## config.mk

```make
export PLATFORM = sky130hd
export DESIGN_NAME = muldiv_unit
export DESIGN_NICKNAME = d
export VERILOG_FILES = /design/src/rtl/muldiv_unit.sv
export SDC_FILE = /design/constraint.sdc
export NUM_CORES = 1
export LEC_CHECK = 0
export ABC_AREA = 0
export CORE_MARGIN = 10
export CORE_UTILIZATION = 30
export CTS_BUF_LIST = sky130_fd_sc_hd__clkbuf_8
export DETAILED_ROUTE_END_ITERATION = 8
export GPL_TIMING_DRIVEN = 0
export PLACE_DENSITY = 0.54
export SLEW_MARGIN = 20
export SYNTH_ARGS = -nofsm -noshare
export SYNTH_HDL_FRONTEND = slang
export SYNTH_SLANG_ARGS = --single-unit
```

## constraint.sdc

```tcl
create_clock -name clk -period 9.5 [get_ports clk]
set_input_delay 1.9 -clock clk [delete_from_list [all_inputs] [get_ports clk]]
set_output_delay 1.9 -clock clk [all_outputs]
set_load 0.01 [all_outputs]
```

## src/rtl/muldiv_unit.sv

```systemverilog
// muldiv_unit: iterative shift-add multiplier / restoring divider with accumulate,
// flush, defined divide-by-zero results and a last-result cache.
module muldiv_unit #(
   parameter int WIDTH    = 32,
   parameter bit CACHE_EN = 1'b1
) (
   input  logic               clk,
   input  logic               rst,
   input  logic               start,
   input  logic [2:0]         op,
   input  logic [WIDTH-1:0]   a,
   input  logic [WIDTH-1:0]   b,
   input  logic [2*WIDTH-1:0] hilo_i,
   input  logic               flush,
   output logic               busy,
   output logic               done,
   output logic [2*WIDTH-1:0] result
);
   localparam int            CW        = $clog2(WIDTH) + 1;
   localparam logic [CW-1:0] LAST_ITER = CW'(WIDTH - 1);

   typedef enum logic [1:0] {IDLE, RUN, FIN} state_t;

   state_t             state, state_nxt;
   logic [CW-1:0]      cnt;
   logic               c_vld;
   logic [2:0]         c_op, op_r;
   logic [WIDTH-1:0]   c_a, c_b, a_r, b_r, a_m, b_m, hi, lo;
   logic [2*WIDTH-1:0] hilo_r, prod_s, fin_res;
   logic               neg_q, neg_r;
   logic signed [WIDTH-1:0] a_s, b_s;
   logic [WIDTH:0]     mul_sum, rem_sh, rem_diff;
   logic               is_sgn, is_div, r_div, div_by_zero, cache_hit, accept, launch, fin_ok;

   function automatic logic [WIDTH-1:0] mag(input logic signed [WIDTH-1:0] v, input logic sgn);
      return (sgn && v < 0) ? -v : v;
   endfunction

   function automatic logic [WIDTH-1:0] neg_w(input logic [WIDTH-1:0] v, input logic n);
      return n ? -v : v;
   endfunction

   function automatic logic [2*WIDTH-1:0] neg_d(input logic [2*WIDTH-1:0] v, input logic n);
      return n ? -v : v;
   endfunction

   assign a_s         = a;
   assign b_s         = b;
   assign is_sgn      = ~op[0];
   assign is_div      = ~op[2] & op[1];
   assign r_div       = ~op_r[2] & op_r[1];
   assign div_by_zero = is_div && (b == '0);
   assign cache_hit   = CACHE_EN && c_vld && (op == c_op) && (a == c_a) && (b == c_b) && !op[2];
   assign accept      = start && !flush && (state == IDLE);
   assign launch      = accept && !cache_hit && !div_by_zero;
   assign fin_ok      = (state == FIN) && !flush;
   assign busy        = (state != IDLE);

   // One iteration step: {hi,lo} acts as product/multiplier or remainder/quotient
   assign mul_sum  = {1'b0, hi} + (lo[0] ? {1'b0, a_m} : '0);
   assign rem_sh   = {hi, lo[WIDTH-1]};
   assign rem_diff = rem_sh - {1'b0, b_m};

   assign prod_s = neg_d({hi, lo}, neg_q);

   always_comb begin
      fin_res = prod_s;
      if (r_div)        fin_res = {neg_w(hi, neg_r), neg_w(lo, neg_q)};
      else if (op_r[2]) fin_res = op_r[1] ? hilo_r - prod_s : hilo_r + prod_s;
   end

   always_comb begin
      state_nxt = state;
      case (state)
         IDLE:    if (launch) state_nxt = RUN;
         RUN:     if (flush) state_nxt = IDLE;
                  else if (cnt == LAST_ITER) state_nxt = FIN;
         FIN:     state_nxt = IDLE;
         default: state_nxt = IDLE;
      endcase
   end

   always_ff @(posedge clk or negedge rst) begin
      if (!rst) state <= IDLE;
      else      state <= state_nxt;
   end

   always_ff @(posedge clk or negedge rst) begin
      if (!rst) begin
         cnt    <= '0;
         done   <= 1'b0;
         result <= '0;
         c_vld  <= 1'b0;
      end else begin
         cnt  <= (state == RUN && !flush) ? cnt + CW'(1) : '0;
         done <= 1'b0;
         if (fin_ok) begin
            done   <= 1'b1;
            result <= fin_res;
            // an accumulate result no longer matches any cached op/a/b
            c_vld  <= !op_r[2];
         end else if (accept && cache_hit) begin
            done <= 1'b1;
         end else if (accept && div_by_zero) begin
            done   <= 1'b1;
            result <= {a, {WIDTH{1'b1}}};
            c_vld  <= 1'b1;
         end
         if (flush) c_vld <= 1'b0;
      end
   end

   always_ff @(posedge clk) begin
      if (fin_ok) begin
         c_op <= op_r;
         c_a  <= a_r;
         c_b  <= b_r;
      end else if (accept && !cache_hit && div_by_zero) begin
         c_op <= op;
         c_a  <= a;
         c_b  <= b;
      end

      if (launch) begin
         op_r   <= op;
         a_r    <= a;
         b_r    <= b;
         hilo_r <= hilo_i;
         a_m    <= mag(a_s, is_sgn);
         b_m    <= mag(b_s, is_sgn);
         neg_q  <= is_sgn & (a[WIDTH-1] ^ b[WIDTH-1]);
         neg_r  <= is_sgn & a[WIDTH-1];
         hi     <= '0;
         lo     <= is_div ? mag(a_s, is_sgn) : mag(b_s, is_sgn);
      end else if (state == RUN) begin
         if (r_div) begin
            hi <= rem_diff[WIDTH] ? rem_sh[WIDTH-1:0] : rem_diff[WIDTH-1:0];
            lo <= {lo[WIDTH-2:0], ~rem_diff[WIDTH]};
         end else begin
            hi <= mul_sum[WIDTH:1];
            lo <= {mul_sum[0], lo[WIDTH-1:1]};
         end
      end
   end
endmodule

```

==> results.md <==
- Status: completed
- F_max: 112.9 MHz
- Hold Path Class: reg2reg
- Root Driver: clkbuf_8
- Clock Sinks: 400
- Die width: 335.6 um
- Most instantiated cells after synthesis: 407 x nand2_1, 294 x edfxtp_1, 255 x a21oi_1, 221 x xnor2_1, 206 x nor2_1
- Avg Cell Area, Syn: 8.966 um2
- Max-slew violation count: 0
- Synth top area share: 29.55%
- Setup bufs post-CTS: 0
- Detail Placement HPWL: 102.2 mm
- Via count: 27770
- Worst-margin pin slew: 1172 ps
- Routed wire per std cell: 25.82 um
- Cell area after synthesis: 0.02987 mm2
- #FFs+latches synth: 400
- Hold path depth: 1
- Arrival time of the worst setup path: 9420 ps
- Row count: 115
- Gr usage total: 22.07%
- H-tree Lvls: 3
- Drt drc: 0
- Reg2Reg Depth: 26
- Fin nets: 3889
- Die height: 335.6 um
- Synth Flop Type: edfxtp_1
- Post-route ant nets: 0
- First-pass DRT Iterations: 6
- Post-layout util: 35.82%
- Largest net degree at the start of global routing: 55
- Worst skew pair latency: 750 ps
- GP Congestion: 0.9775
- CTS tree: built
- Startpoint types: register
- GR Overflow Total: 0
- Port Buffers: 200
- Num CTS Buffers: 77
- Clk pin slew, worst setup/hold paths: 70 ps
- Ys async rst share: 18.50%
- Minimum clock period after layout: 8860 ps
- Post-synthesis sequential area ratio: 37.89%
- Hold Vio Cnt, Final: 0
- Setup CP Type: reg2reg
- Pwr per Cell Area: 223.6 mW/mm2
- CP required: 10060 ps
- Initial Utilization: 30.31%
- Number of global-route vias before repair: 26780
- Die area: 0.1126 mm2
- Netlist cell types: 99
- Syn Nets: 3603
- Hold Buf Count CTS: 0
- EDFF count, synth: 294
- Drt via density: 5.583
- Top Ports: 201
- Syn Inst Count: 3332
- Initial antenna violation count: 12
- Yosys warns: 0
- Layout area overhead: 18.18%
- Period utilisation layout: 93.26%
- Hold Slack: 493.3 ps
- Relative slew slack: 21.89%
- Worst ir drop on vdd: 0.0001551 V
- Synth area leaders: edfxtp_1 30%, xnor2_1 6.5%, dfrtp_1 6.2%
- Core footprint: 0.09856 mm2
- First-pass GRT wire length: 184.8 mm
- Clock buffer depth: 3
- Max Clock Skew: 57.66 ps
- Final setup vio count: 0
- CTS-repair resized insts: 0
- Share of layout cells above drive strength 1: 6.355%
- Maximum capacitance violations: 0
- Top-count cell post-synth: nand2_1
- Layout fillers: 10180
- P_leak: 13.52 nW
- Wirelength, routed: 128.5 mm
- Worst Path Max Fanout: 10
- Initial DRC count: 2849
- Synth area leader: edfxtp_1
- Crit end category: register
- RSZ-0062 raised after global routing: no
sequential cells by signal, summed over array words and instances (netlist names), 2 cells and up:
name	count
a_m	31
a_r	32
b_m	31
b_r	32
c_a	32
c_b	32
c_op	3
cnt	6
hi	32
hilo_r	64
lo	32
op_r	3
result	64
state	2
critical path: stages (launching register included):
cell and delay [ps]:
edfxtp_1 420, clkbuf_1 590, inv_1 200, ha_1 340, nand2b_1 130, clkbuf_1 540, nand4b_1 150, mux2_2 310
a2111oi_1 670, and3_1 390, nand3_1 200, nor4_2 820, and2_1 310, a31oi_1 120, xnor2_1 190, ha_1 370
and3_1 230, nor2b_1 130, o32a_1 370, a21oi_1 180, o21ai_0 110, o32a_1 400, a21oi_1 290, o211a_1 280
xnor2_1 130, a21oi_1 710, a31oi_1 90
placed cells by master, fill, tap and decap left out, types with 73 or more instances in the layout:
cell type | Yosys | final
o21ai_0 | 201 | 201
a21oi_1 | 255 | 255
nor3_1 | 74 | 74
inv_1 | 103 | 126
mux2i_1 | 76 | 76
clkbuf_8 | 0 | 83
edfxtp_1 | 294 | 294
ha_1 | 133 | 133
xnor2_1 | 221 | 221
dfrtp_1 | 74 | 74
xor2_1 | 151 | 151
nand3_1 | 73 | 73
clkbuf_1 | 185 | 180
clkdlybuf4s50_1 | 0 | 199
nor2_1 | 206 | 206
nand2_1 | 407 | 406
metal layers:
layer / up-vias / wire, um / GRT usage [%]
met2: 1230 / 56080 / 33.93
met5: - / 55 / 0
met4: 8 / 4656 / 7.713
met1: 13510 / 55650 / 29.62
met3: 243 / 12040 / 5.710
li1: 12790 / - / -
final timing paths:
kind                            startpoint          to  slack [ps]
worst max-delay path                 lo[0]  result[54]         640
worst min-delay path                cnt[0]      cnt[0]         490
worst max register to register       lo[0]  result[54]         640
worst min register to register      cnt[0]      cnt[0]         490
max in group asynchronous              rst  result[21]        7770
min in group asynchronous              rst  result[41]        1090
report_power, final:
part | internal, W | total, W | switching (W) | leakage (nW)
clock | 0.000965 | 0.00185 | 0.000880 | 0.909
combinational | 0.00141 | 0.00387 | 0.00246 | 8.59
sequential | 0.00203 | 0.00218 | 0.000150 | 4.02
kinds of logic after synthesis:
family | share of synthesized area, %
flip-flops | 37.89
AO/OA/AOI/OAI | 18.57
XOR/XNOR | 11.01
multiplexers | 3.866
AND/OR/NAND/NOR | 18.78
buffers and inverters | 4.100
adder cells (fa/ha/maj) | 5.771
stage by stage:
step                      cells  cell area (um2)  TNS, ps  total power, W  setup WS, ps
after floorplan            3332            29870        0        0.004833         189.8
after global placement     4819            33490  -923980        0.005989         -5150
after detailed placement   4826            33680        0        0.005973         938.7
after CTS                  4969            35280        0        0.007842         885.0
after global routing       4971            35300        0        0.008333         229.4
final                      4975            35310        0        0.007894         640.0
area by class of cell:
type	instances	area, um2	area share (%)
multi-input cells	2616	17360	49.16
flip-flops and latches	400	11320	32.06
repair buffers	207	2168	6.141
well taps	1287	1610	4.561
clock buffers	83	1142	3.235
plain buffers	211	839.6	2.378
clock inverters	60	460.4	1.304
inverters	105	394.1	1.116
diodes	6	15.01	0.04252
Power figures use the tool's default switching activity.
